==> src/rtl/rvx_block_copier_pkg.sv <==
// rvx_block_copier_pkg: shared bus constants, FSM states and address helper for the block copier.
package rvx_block_copier_pkg;
    localparam logic [3:0]  STROBE_WORD = 4'b1111;
    localparam logic [31:0] WORD_BYTES  = 32'd4;
    typedef enum logic [2:0] {
        IDLE,
        READ_REQ,
        READ_WAIT,
        WRITE_REQ,
        WRITE_WAIT,
        FINISH
    } state_e;
    function automatic logic [31:0] word_align(input logic [31:0] a);
        return {a[31:2], 2'b00};
    endfunction
endpackage

==> src/rtl/rvx_block_copier_if.sv <==
// rvx_block_copier_if: rvx request/response memory bus, initiator (master) and responder (slave) views.
interface rvx_block_copier_if;
    logic [31:0] rw_address;
    logic [31:0] read_data;
    logic        read_request;
    logic        read_response;
    logic [31:0] write_data;
    logic [3:0]  write_strobe;
    logic        write_request;
    logic        write_response;
    modport master (
        output rw_address, read_request, write_data, write_strobe, write_request,
        input  read_data, read_response, write_response
    );
    modport slave (
        input  rw_address, read_request, write_data, write_strobe, write_request,
        output read_data, read_response, write_response
    );
endinterface

==> src/rtl/rvx_block_copier_timeout.sv <==
// rvx_timeout_counter: counts wait cycles; expired is high in the cycle the count would reach the limit.
module rvx_timeout_counter #(
    parameter int TIMEOUT_CYCLES = 255
) (
    input  logic clk_i,
    input  logic rst_i,
    input  logic clear_i,
    input  logic enable_i,
    output logic expired_o
);
    localparam int W = $clog2(TIMEOUT_CYCLES + 1);
    logic [W-1:0] cnt_q;
    always_ff @(posedge clk_i) begin
        if (rst_i || clear_i) cnt_q <= '0;
        else if (enable_i) cnt_q <= cnt_q + W'(1);
    end
    assign expired_o = enable_i && (cnt_q == W'(TIMEOUT_CYCLES - 1));
endmodule

==> src/rtl/rvx_block_copier.sv <==
// rvx_block_copier: single-outstanding-word DMA copier on the rvx bus with abort and response timeout.
module rvx_block_copier
    import rvx_block_copier_pkg::*;
#(
    parameter int COUNT_WIDTH    = 16,
    parameter int TIMEOUT_CYCLES = 255
) (
    input  logic                   clk_i,
    input  logic                   rst_i,
    input  logic                   start_i,
    input  logic                   abort_i,
    input  logic [31:0]            src_address_i,
    input  logic [31:0]            dst_address_i,
    input  logic [COUNT_WIDTH-1:0] word_count_i,
    output logic                   busy_o,
    output logic                   done_o,
    output logic                   error_o,
    rvx_block_copier_if.master     bus
);
    state_e state_q, state_d;
    logic [31:0] src_q, src_d, dst_q, dst_d, addr_q, addr_d, wdata_q, wdata_d;
    logic [COUNT_WIDTH-1:0] rem_q, rem_d;
    logic [3:0] strobe_q, strobe_d;
    logic rd_req_q, rd_req_d, wr_req_q, wr_req_d, busy_q, busy_d, done_q, done_d, err_q, err_d;
    logic expired;
    rvx_timeout_counter #(.TIMEOUT_CYCLES(TIMEOUT_CYCLES)) u_timeout (
        .clk_i     (clk_i),
        .rst_i     (rst_i),
        .clear_i   (state_q == READ_REQ || state_q == WRITE_REQ),
        .enable_i  (state_q == READ_WAIT || state_q == WRITE_WAIT),
        .expired_o (expired)
    );
    always_comb begin
        state_d = state_q;
        src_d   = src_q;
        dst_d   = dst_q;
        rem_d   = rem_q;
        wdata_d = wdata_q;
        err_d   = err_q;
        if (abort_i && state_q != IDLE) state_d = IDLE;
        else begin
            unique case (state_q)
                IDLE: if (start_i && !abort_i) begin
                    src_d   = word_align(src_address_i);
                    dst_d   = word_align(dst_address_i);
                    rem_d   = word_count_i;
                    err_d   = 1'b0;
                    state_d = (word_count_i == '0) ? FINISH : READ_REQ;
                end
                READ_REQ:  state_d = READ_WAIT;
                READ_WAIT: if (bus.read_response) begin
                    wdata_d = bus.read_data;
                    state_d = WRITE_REQ;
                end else if (expired) begin
                    err_d   = 1'b1;
                    state_d = FINISH;
                end
                WRITE_REQ:  state_d = WRITE_WAIT;
                WRITE_WAIT: if (bus.write_response) begin
                    src_d   = src_q + WORD_BYTES;
                    dst_d   = dst_q + WORD_BYTES;
                    rem_d   = rem_q - COUNT_WIDTH'(1);
                    state_d = (rem_q == COUNT_WIDTH'(1)) ? FINISH : READ_REQ;
                end else if (expired) begin
                    err_d   = 1'b1;
                    state_d = FINISH;
                end
                default: state_d = IDLE;
            endcase
        end
        // outputs are decoded from the next state so every port comes straight from a flop
        rd_req_d = state_d == READ_REQ;
        wr_req_d = state_d == WRITE_REQ;
        strobe_d = (state_d == WRITE_REQ || state_d == WRITE_WAIT) ? STROBE_WORD : 4'b0000;
        done_d   = state_d == FINISH;
        busy_d   = state_d != IDLE;
        addr_d   = (state_d == READ_REQ || state_d == READ_WAIT) ? src_d :
                   (state_d == WRITE_REQ || state_d == WRITE_WAIT) ? dst_d : addr_q;
    end
    always_ff @(posedge clk_i) begin
        if (rst_i) begin
            state_q  <= IDLE;
            src_q    <= '0;
            dst_q    <= '0;
            rem_q    <= '0;
            addr_q   <= '0;
            wdata_q  <= '0;
            strobe_q <= '0;
            rd_req_q <= 1'b0;
            wr_req_q <= 1'b0;
            busy_q   <= 1'b0;
            done_q   <= 1'b0;
            err_q    <= 1'b0;
        end else begin
            state_q  <= state_d;
            src_q    <= src_d;
            dst_q    <= dst_d;
            rem_q    <= rem_d;
            addr_q   <= addr_d;
            wdata_q  <= wdata_d;
            strobe_q <= strobe_d;
            rd_req_q <= rd_req_d;
            wr_req_q <= wr_req_d;
            busy_q   <= busy_d;
            done_q   <= done_d;
            err_q    <= err_d;
        end
    end
    assign busy_o            = busy_q;
    assign done_o            = done_q;
    assign error_o           = err_q;
    assign bus.rw_address    = addr_q;
    assign bus.read_request  = rd_req_q;
    assign bus.write_request = wr_req_q;
    assign bus.write_data    = wdata_q;
    assign bus.write_strobe  = strobe_q;
endmodule

==> src/flat_wrapper.sv <==
// flat-port wrapper written by rule: the top's interface ports become plain ports
module rvx_block_copier_flat import rvx_block_copier_pkg::*;
#(
    parameter int COUNT_WIDTH    = 16,
    parameter int TIMEOUT_CYCLES = 255
)
  (clk_i, rst_i, start_i, abort_i, src_address_i, dst_address_i, word_count_i, busy_o, done_o, error_o, bus_rw_address, bus_read_request, bus_write_data, bus_write_strobe, bus_write_request, bus_read_data, bus_read_response, bus_write_response);
  rvx_block_copier_if bus_i ();
  input  logic clk_i;
  input  logic rst_i;
  input  logic start_i;
  input  logic abort_i;
  input  logic [31:0] src_address_i;
  input  logic [31:0] dst_address_i;
  input  logic [COUNT_WIDTH-1:0] word_count_i;
  output logic busy_o;
  output logic done_o;
  output logic error_o;
  output wire logic [$bits(bus_i.rw_address)-1:0] bus_rw_address;
  output wire logic [$bits(bus_i.read_request)-1:0] bus_read_request;
  output wire logic [$bits(bus_i.write_data)-1:0] bus_write_data;
  output wire logic [$bits(bus_i.write_strobe)-1:0] bus_write_strobe;
  output wire logic [$bits(bus_i.write_request)-1:0] bus_write_request;
  input wire logic [$bits(bus_i.read_data)-1:0] bus_read_data;
  input wire logic [$bits(bus_i.read_response)-1:0] bus_read_response;
  input wire logic [$bits(bus_i.write_response)-1:0] bus_write_response;
  assign bus_rw_address = bus_i.rw_address;
  assign bus_read_request = bus_i.read_request;
  assign bus_write_data = bus_i.write_data;
  assign bus_write_strobe = bus_i.write_strobe;
  assign bus_write_request = bus_i.write_request;
  assign bus_i.read_data = bus_read_data;
  assign bus_i.read_response = bus_read_response;
  assign bus_i.write_response = bus_write_response;
  rvx_block_copier #(.COUNT_WIDTH(COUNT_WIDTH), .TIMEOUT_CYCLES(TIMEOUT_CYCLES)) u_core (.clk_i(clk_i), .rst_i(rst_i), .start_i(start_i), .abort_i(abort_i), .src_address_i(src_address_i), .dst_address_i(dst_address_i), .word_count_i(word_count_i), .busy_o(busy_o), .done_o(done_o), .error_o(error_o), .bus(bus_i));
endmodule
==> config.mk <==
export PLATFORM = sky130hd
export DESIGN_NAME = rvx_block_copier_flat
export DESIGN_NICKNAME = d
export VERILOG_FILES = /design/src/rtl/rvx_block_copier_pkg.sv /design/src/rtl/rvx_block_copier_if.sv /design/src/rtl/rvx_block_copier_timeout.sv /design/src/rtl/rvx_block_copier.sv /design/src/flat_wrapper.sv
export SDC_FILE = /design/constraint.sdc
export NUM_CORES = 1
export LEC_CHECK = 0
export BUFFER_PORTS_ARGS = -buffer_cell sky130_fd_sc_hd__clkbuf_2
export CAP_MARGIN = 20
export CORE_MARGIN = 4
export CORE_UTILIZATION = 50
export CTS_CLUSTER_SIZE = 14
export DETAILED_ROUTE_END_ITERATION = 8
export GPL_TIMING_DRIVEN = 0
export HOLD_SLACK_MARGIN = 0.12
export PLACE_DENSITY_LB_ADDON = 0.08
export SLEW_MARGIN = 5
export SYNTH_ARGS = -nofsm -noshare
export SYNTH_HDL_FRONTEND = slang
export SYNTH_SLANG_ARGS = --single-unit
export TNS_END_PERCENT = 1
==> constraint.sdc <==
create_clock -name clk_i -period 3.55 [get_ports clk_i]
set_clock_uncertainty 0.1 [all_clocks]
set_input_delay 0.355 -clock clk_i [delete_from_list [all_inputs] [get_ports clk_i]]
set_output_delay 0.355 -clock clk_i [all_outputs]
set_load 0.02 [all_outputs]
==> results by group, run 1 <==
Status
  – Outcome: finished, final reports clean

STA
  – Rel. slew slack: 32.4%
  – Final Critical Period: 3.40 ns
  – RSZ-0062 raised after global routing: no
  – Peak Freq: 294 MHz
  – Fin. Hold Viols: 0
  – Final TNS setup: 0 ns
  – Worst Tran Pin Value: 0.988 ns
  – Final Max Slew Viols: 0
  – # setup viols final: 0
  – Crit share post-route: 95.8%

Logic synthesis
  – Yosys top cell by area: dfxtp_1
  – Top cells by area, synth: dfxtp_1 (40%), nand2_1 (7.1%), a21oi_1 (6.0%)
  – Post-synth top area share: 40.4%
  – EDFF count, synth: 0
  – Synth Net Count: 1131
  – Count of cell types in the netlist: 71
  – Top FF cell, synth: dfxtp_1
  – Commonest cells post-synth: dfxtp_1 (161), nand2_1 (150), nor2_1 (99)
  – Top-count cell post-synth: dfxtp_1
  – Asr flop ratio synth: 0%
  – Gate count of the mapped netlist: 1007
  – Post-synthesis sequential area ratio: 40.4%
  – Flops & latches, synth: 161
  – Mapped cell area: 0.00798 sq mm
  – Syn. warnings: 0
  – Mean Syn Cell Area: 7.93 sq um

Final layout
  – Share of cells above drive strength 1: 20.1%
  – Syn-to-layout area delta: 28.1%
  – Non-filler instance count after layout: 1481
  – Nets: 1381
  – Fin util: 66.3%
  – FILL cells: 1363
  – Multi-input gate area: 0.00439 sq mm
  – N_diodes: 0
  – Seq. cell area: 0.00322 sq mm

Setup path
  – Slowest CP cell: nor2_1
  – CP Capture Type: flop
  – CP cell instances: buf_2, or3_1, nor2_1, clkbuf_1, o21ai_0, a221oi_1, nor3_1, a221o_1
  – Crit path DAT: 3.62 ns
  – Buffers plus inverters on the worst setup path: 2
  – Worst EP required: 3.77 ns
  – CP startpoint kind: flop
  – CP peak stage delay: 0.73 ns
  – Crit Path Category: reg2reg
  – Max Fanout on Critical Path: 10
  – CP delay by family, top: simple AND/OR/NAND/NOR gates

Floorplan
  – Die area: 0.0181 sq mm
  – Core Region: 0.0154 sq mm
  – Rows: 45
  – Top Ports: 191
  – Starting Density: 51.8%
  – Chip Width: 134 um
  – Chip height: 134 um

Clock tree
  – Clock-pin slew on the worst setup and hold paths: 0.07 ns
  – Clock tree buffer depth: 2
  – Cts repair resizes: 0
  – Clock Tree Root: clkbuf_16
  – Worst-Skew Late Latency: 0.44 ns
  – CTS tree: yes
  – CTS H-tree lvls: 4
  – Clk sinks: 161
  – Cts bufs inserted: 17

Global routing
  – Global-route wire length before repair: 44900 um
  – Grt ovf: 0
  – Vias in the first global route: 8416
  – Largest net degree at the start of global routing: 17
  – Total track usage: 31.5%
  – Initial antenna violation count: 0

Detailed routing
  – Via density: 6.06
  – DR iter-0 viols: 975
  – Post-Route WL: 29300 um
  – Post-DR wirelength/cell: 19.8 um
  – DRT Pass-1 Iters: 5
  – DR vias: 8969
  – Post-route ant nets: 0
  – DR DRC count: 0

Placed design
  – PortBufs: 186
  – HPWL Detailed: 20400 um
  – Placed insts: 1404
  – GPL Wtd Cong: 0.953

Min path
  – Hold WC Path Type: in2reg

Power and ir drop
  – Pwr dens: 454 mW/mm^2
  – Maximum VDD drop: 372 uV
  – Leak Pwr: 0.00399 uW

Run
  – # Max-Cap Violations: 0
[flip-flops by register name, indices dropped and copies added (netlist names)]
register / count
u_core.state_q: 3
u_core.src_q: 32
u_core.rem_q: 16
u_core.bus.write_strobe: 1
u_core.done_o: 1
u_core.dst_q: 32
u_core.u_timeout.cnt_q: 8
u_core.bus.write_request: 1
u_core.error_o: 1
u_core.bus.rw_address: 32
u_core.busy_o: 1
u_core.bus.write_data: 32
u_core.bus.read_request: 1
[timing repair]
item,4_1_cts,5_1_grt
hold endpoints to repair,45,0
setup buffers,0,0
hold buffers,45,0
[power by group]
part	total, uW	internal, uW	switching, uW
Clock	1880	1090	786
Sequential	1990	1900	83.7
Combinational	785	285	500
[metrics by stage]
| step | total power (uW) | cell area, sq um | setup slack, ns | hold WS, ns |
|---|---|---|---|---|
| after CTS | 4620 | 10200 | 0.319 | 0.132 |
| after global routing | 4800 | 10200 | 0.131 | 0.137 |
| final | 4650 | 10200 | 0.150 | 0.134 |
| after floorplan | 2450 | 7980 | 1.16 | 0.323 |
| after global placement | 2740 | 9180 | 0.332 | 0.339 |
| after detailed placement | 2740 | 9180 | 0.336 | 0.342 |
[tightest hold or removal path, stage by stage]
cell and delay, ns:
clkbuf_2 0.08, nand2_1 0.06, a21oi_1 0.10
[placed cells by master, fill, tap and decap left out, types with 6 or more instances in the layout]
cell type / instances
and2_1: 19
and2_0: 14
o21ai_0: 40
xnor2_1: 11
clkbuf_16: 17
and4_1: 11
clkbuf_1: 50
mux2i_1: 6
a21oi_1: 96
a22oi_1: 32
buf_2: 10
a211oi_1: 7
a221o_1: 28
nand3_1: 32
xor2_1: 13
clkinvlp_4: 6
nand4_1: 14
dlygate4sd3_1: 45
buf_4: 8
o22ai_1: 18
ha_1: 6
clkbuf_2: 186
inv_1: 13
nand2_1: 150
or3_1: 7
nor2_1: 99
nor3_1: 32
and3_1: 14
a31oi_1: 20
nor4_1: 14
dfxtp_1: 161
[cells by family (layout without fill, tap and decap cells)]
group	Yosys count	count (layout)	share of synthesized area, %
flops	161	161	40.4
compound gates	287	287	23.8
mux	7	7	0.893
fa+ha+maj	6	6	0.940
buf+inv	84	347	4.67
xor+xnor	24	24	2.63
simple gates	438	438	26.7
[final timing paths]
| check | from | endpoint | slack (ns) | depth (start not counted) |
|---|---|---|---|---|
| hold / removal | dst_address_i[3] | u_core.dst_q[3] | 0.13 | 3 |
| hold reg to reg | u_core.src_q[1] | u_core.src_q[1] | 0.35 | 1 |
| setup reg to reg | u_core.state_q[0] | u_core.bus.rw_address[6] | 0.15 | 8 |
| setup / recovery | u_core.state_q[0] | u_core.bus.rw_address[6] | 0.15 | 8 |
[per-layer routing]
metal	track usage (%)	part of all wire, %	up-vias	routed length (um)
met2	50.3	45	549	13300
met5	0	0	-	0
met1	39.6	39	4145	11400
met4	14.3	4.1	0	1210
li1	-	-	4193	-
met3	8.89	12	82	3440
[area by class of cell]
type                       count  area share, %
timing repair buffer         231           13.5
clock inverter                12           1.30
inverter                      14          0.514
sequential                   161           31.5
multi-input combinational    762           42.9
clock buffer                  20           4.56
tap                          211           2.58
buffer                        70           3.13
Note: power is estimated with default switching activity, not from simulation.
==> inputs of run 2 (changes only) <==
Settings changed: CORE_ASPECT_RATIO from default to 2, SYNTH_HIERARCHICAL from default to 1.
==> run 2 against run 1 <==
The flow now finishes with violations (setup timing). Worst hold slack worse by 0.0044 ns. Sequential share of layout area down 0.48 points. Wire length up 14%. Fmax down 4.4%. Synthesized cell count up 6.6%. Critical endpoint is now u_core/bus.rw_address[20].
==> results by group, run 2 <==
Status
  – Outcome: complete, but fails checks
  – Failing checks: setup timing

Placed design
  – PortBufs: 185
  – HPWL Detailed: 24800 um
  – Placed cell area: 0.00947 sq mm
  – GPL Wtd Cong: 1.02

STA
  – RSZ-0062 raised after global routing: yes
  – Fin. Hold Viols: 0
  – Final TNS setup: -0.00520 ns
  – Final Critical Period: 3.56 ns
  – Rel. slew slack: 23.0%
  – # setup viols final: 1
  – Final Max Slew Viols: 0
  – Peak Freq: 281 MHz
  – Setup ws final: -0.00520 ns
  – Hold Worst Slack: 0.129 ns
  – Crit share post-route: 100%
  – Worst Tran Pin Value: 1.14 ns

Setup path
  – Slowest CP cell: clkbuf_1
  – Buffers plus inverters on the worst setup path: 3
  – Max Fanout on Critical Path: 10
  – CP most frequent cell: clkbuf_1
  – CP startpoint kind: flop
  – CP Capture Type: flop
  – Crit Path Category: reg2reg
  – CP peak stage delay: 0.60 ns
  – CP delay by family, top: buffers and inverters
  – Reg2reg setup slack: -0.005 ns
  – Crit path DAT: 3.77 ns
  – CP cell instances: buf_2, or3_4, nor2_1, clkbuf_1, clkbuf_1, o21ai_0, a222oi_1, nor3_1, a211o_1
  – Worst EP required: 3.76 ns

Global routing
  – Total track usage: 35.0%
  – Global-route wire length before repair: 50900 um
  – Grt ovf: 0
  – Largest net degree at the start of global routing: 17
  – Vias in the first global route: 9392
  – Initial antenna violation count: 0

Min path
  – Hold WC Path Type: in2reg

Logic synthesis
  – Flops & latches, synth: 161
  – Mapped cell area: 0.00829 sq mm
  – Mean Syn Cell Area: 7.72 sq um
  – Post-synthesis sequential area ratio: 38.9%
  – Yosys top cell by area: dfxtp_1
  – Commonest cells post-synth: dfxtp_1 (161), nand2_1 (145), nor2_1 (130)
  – EDFF count, synth: 0
  – Post-synth top area share: 38.9%
  – Top-count cell post-synth: dfxtp_1
  – Synth Net Count: 1197
  – Gate count of the mapped netlist: 1073
  – Asr flop ratio synth: 0%
  – Syn. warnings: 6
  – Top FF cell, synth: dfxtp_1
  – Count of cell types in the netlist: 74
  – Top cells by area, synth: dfxtp_1 (39%), nand2_1 (6.6%), nor2_1 (5.9%)

Power and ir drop
  – Maximum VDD drop: 375 uV
  – Leak Pwr: 0.00407 uW
  – Pwr dens: 439 mW/mm^2

Clock tree
  – CTS tree: yes
  – Clock Tree Root: clkbuf_16
  – Clock-pin slew on the worst setup and hold paths: 0.06 ns
  – Cts bufs inserted: 17
  – Clk sinks: 161
  – CTS H-tree lvls: 4
  – Clock tree buffer depth: 2
  – Worst-Skew Late Latency: 0.43 ns
  – Post-CTS Setup Inserts: 0

Floorplan
  – Chip height: 190 um
  – Chip Width: 99.0 um
  – Starting Density: 50.9%
  – Top Ports: 191
  – Rows: 66
  – Core Region: 0.0163 sq mm
  – Die area: 0.0188 sq mm

Detailed routing
  – DR iter-0 viols: 893
  – Via density: 6.32
  – Post-DR wirelength/cell: 21.8 um
  – Post-route ant nets: 0
  – DR vias: 9656
  – Post-Route WL: 33400 um
  – DR DRC count: 0
  – DRT Pass-1 Iters: 8

Final layout
  – N_diodes: 0
  – Syn-to-layout area delta: 25.4%
  – Nets: 1436
  – Most common cell after layout, fill and taps aside: clkbuf_2
  – Share of cells above drive strength 1: 20.2%
  – Final Instance Area: 0.0104 sq mm
  – Most frequent cells in the layout: clkbuf_2 (189), dfxtp_1 (161), nand2_1 (145)

Run
  – # Max-Cap Violations: 0
## run 2: cell count changes in the layout (fill, tap and decap cells not counted), moves of 10 or more
cell,change
nor2_1,+31
nand4_1,+18
a31oi_1,-14
and2_0,-14
a221o_1,-12
o21ai_0,+11
nor3_1,+10
o22ai_1,-10
or3_1,+10
## run 2: worst paths after layout
check,endpoint,from,cells past startpoint
setup / recovery,u_core/bus.rw_address[20],u_core/state_q[1],9
hold / removal,u_core/src_q[28],src_address_i[28],3
setup reg to reg,u_core/bus.rw_address[20],u_core/state_q[1],9
hold reg to reg,u_core/bus.write_data[4],u_core/bus.write_data[4],2
## run 2: final cells by class
type	instances	area (sq um)
inverter	16	60.1
timing repair buffer	221	1290
clock buffer	19	443
fill	1515	5880
clock inverter	13	103
multi-input combinational	809	4620
tap	204	255
sequential	161	3220
buffer	86	399
## run 2: worst reg2reg max path: stages, from the launching register on
cell	delay, ns
dfxtp_1	0.33
buf_2	0.18
or3_4	0.40
nor2_1	0.35
clkbuf_1	0.52
clkbuf_1	0.60
o21ai_0	0.22
a222oi_1	0.40
nor3_1	0.10
a211o_1	0.24
## run 2: layer usage
layer | up-vias | wire, um | global-route usage (%)
met1 | 4404 | 10700 | 35.5
met4 | 0 | 3040 | 29.8
li1 | 4405 | - | -
met2 | 653 | 16500 | 59.4
met5 | - | 0 | 0
met3 | 194 | 3130 | 8.11
## run 2: what timing repair did
item | CTS | global route
setup endpoints to repair | 30 | 28
endpoints found under the hold margin | 36 | 0
pin swaps | 1 | 0
resized for setup | 4 | 5
hold buffers | 36 | 0
## run 2: through the flow
step	utilization (%)	worst slack (ns)	total power (uW)	cells
global placement	58.2	-0.263	2790	1462
finish	63.8	-0.00520	4560	1529
global route	63.8	-0.0435	4720	1529
floorplan	-	0.569	2470	1073
CTS	63.9	0.0927	4540	1530
detailed placement	58.2	-0.230	2800	1462
## run 2: logic make-up (layout without fill, tap and decap cells)
logic type	count (synthesis)	in the layout	share of synthesized area, %
AOI/OAI and AO/OA	282	282	22.4
muxes	16	16	1.98
buffers and inverters	103	355	5.53
and+or+nand+nor	497	497	29.4
xor gates and xnor gates	8	8	0.846
DFF	161	161	38.9
adders and majority gates	6	6	0.906
## run 2: where the power goes
group | internal (uW) | switching (uW) | leakage (uW)
registers | 1890 | 87.4 | 0.00131
clock network | 925 | 812 | 0.000261
logic | 300 | 538 | 0.00250
total | 3120 | 1440 | 0.00407
==> inputs of run 3 (changes only) <==
Settings changed: CTS_BUF_LIST from default to sky130_fd_sc_hd__clkbuf_16.
==> run 3 against run 2 <==
The flow now finishes without violations. Sequential power hardly changed. Sequential share of layout area hardly changed. Utilization hardly changed. Critical path type unchanged. Largest cell class unchanged. Highest routed layer unchanged.
==> results by group, run 3 (synthesis gave the netlist of run 2 again) <==
Min path
  – Hold WC Path Type: in2reg

Power and ir drop
  – Maximum VDD drop: 356 uV
  – Leak Pwr: 0.00408 uW
  – Pwr dens: 437 mW/mm^2
  – Pwr Total: 4530 uW

Setup path
  – Crit Path Category: reg2reg
  – CP cell instances: buf_2, nor2_1, or2_2, clkbuf_1, clkbuf_1, clkbuf_1, a22oi_1, o22ai_1, nand2_1, o211ai_1
  – Setup crit end: u_core/bus.rw_address[16]
  – CP delay by family, top: buffers and inverters
  – CP peak stage delay: 0.65 ns
  – Reg2reg end: u_core/bus.rw_address[16]
  – Reg2reg setup slack: 0.13 ns
  – CP Capture Type: flop
  – Worst r2r src: u_core/state_q[2]
  – Path length in cells of the critical path: 10
  – CP startpoint kind: flop
  – Origin of the worst setup path: u_core/state_q[2]
  – Worst EP required: 3.79 ns
  – Max Fanout on Critical Path: 10
  – Buffers plus inverters on the worst setup path: 4
  – Crit path DAT: 3.67 ns
  – CP most frequent cell: clkbuf_1
  – Slowest CP cell: clkbuf_1
  – R2r worst-path depth: 10

Final layout
  – FILL cells: 1514
  – Most common cell after layout, fill and taps aside: clkbuf_2
  – Final Instance Area: 0.0104 sq mm
  – Most frequent cells in the layout: clkbuf_2 (190), dfxtp_1 (161), nand2_1 (145)
  – N_diodes: 0
  – Syn-to-layout area delta: 25.3%
  – Nets: 1436
  – Share of cells above drive strength 1: 20.2%

Clock tree
  – Clk sinks: 161
  – Clock Tree Root: clkbuf_16
  – CTS tree: yes
  – Cts bufs inserted: 17
  – Worst-Skew Late Latency: 0.43 ns
  – Clock-pin slew on the worst setup and hold paths: 0.06 ns
  – Clock tree buffer depth: 2
  – CTS H-tree lvls: 4

Global routing
  – Grt ovf: 0
  – Initial antenna violation count: 0
  – Vias in the first global route: 9371
  – Total track usage: 34.9%
  – Global-route wire length before repair: 50800 um
  – Largest net degree at the start of global routing: 17

STA
  – RSZ-0062 raised after global routing: yes
  – Rel. slew slack: 26.0%
  – # setup viols final: 0
  – Crit share post-route: 96.4%
  – Setup ws final: 0.126 ns
  – Worst Tran Pin Value: 1.10 ns
  – Peak Freq: 292 MHz
  – Final Max Slew Viols: 0
  – Final TNS setup: 0 ns
  – Final Critical Period: 3.42 ns
  – Fin. Hold Viols: 0

Detailed routing
  – Post-route ant nets: 0
  – DRT Pass-1 Iters: 5
  – DR vias: 9652
  – DR iter-0 viols: 992
  – Via density: 6.31
  – DR DRC count: 0
  – Post-Route WL: 33600 um
  – Post-DR wirelength/cell: 22.0 um

Placed design
  – Pre-CTS setup slack: -0.230 ns
  – Placed cell area: 0.00947 sq mm
  – PortBufs: 185
  – GPL Wtd Cong: 1.02
  – HPWL Detailed: 24800 um

Floorplan
  – Die area: 0.0188 sq mm
  – Rows: 66
  – Chip Width: 99.0 um
  – Chip height: 190 um
  – Top Ports: 191
  – Core Region: 0.0163 sq mm
  – Starting Density: 50.9%

Status
  – Outcome: finished, final reports clean

Run
  – # Max-Cap Violations: 0
-- run 3: routing by layer --
layer	GRT usage [%]	wire length [um]	up-vias	share of wire (%)
li1	-	-	4413	-
met1	35.4	11000	4370	33
met2	59.3	16400	651	49
met3	7.82	3080	218	9.2
met4	29.8	3170	0	9.4
met5	0	0	-	0
-- run 3: final cells by class --
cell class              instances  area (sq um)  share of cell area, %
plain buffers                  86           403                   3.88
clock buffers                  17           425                   4.10
clock inverters                15           110                   1.06
inverters                      16          60.1                  0.579
multi-input cells             809          4620                   44.5
flip-flops and latches        161          3220                   31.1
well taps                     204           255                   2.46
repair buffers                221          1290                   12.4
-- run 3: through the flow --
stage / hold slack (ns) / util (%) / std cells
after floorplan: 0.346 / - / 1073
after global placement: 0.340 / 58.2 / 1462
after detailed placement: 0.345 / 58.2 / 1462
after CTS: 0.123 / 63.8 / 1530
after global routing: 0.131 / 63.8 / 1529
final: 0.129 / 63.8 / 1529
-- run 3: worst min-delay path by stage --
stage	from	endpoint	depth (start not counted)
after detailed placement	u_core/bus.write_data[4]	u_core/bus.write_data[4]	2
final	src_address_i[28]	u_core/src_q[28]	3
after global routing	src_address_i[28]	u_core/src_q[28]	3
after global placement	u_core/bus.write_data[25]	u_core/bus.write_data[25]	2
after CTS	src_address_i[28]	u_core/src_q[28]	3
after floorplan	u_core/dst_q[0]	u_core/dst_q[0]	1
-- run 3: power by group --
part | internal, uW | switching [uW] | total [uW] | leakage, uW
registers | 1890 | 87.7 | 1980 | 0.00131
logic | 300 | 542 | 842 | 0.00251
clock network | 900 | 809 | 1710 | 0.000260
total | 3100 | 1440 | 4530 | 0.00408
-- run 3: tightest hold or removal path, delay by kind of cell --
kind,cells,cell delay [ns]
AO/OA/AOI/OAI,1,0.10
buffers and inverters,1,0.09
AND/OR/NAND/NOR,1,0.05
-- run 3: what timing repair did --
action                                 4_1_cts  5_1_grt
setup buffers                                0        0
setup endpoints to repair                   30       28
pin swaps                                    1        0
hold buffers                                36        0
gates resized for setup                      4        8
endpoints found under the hold margin       36        0
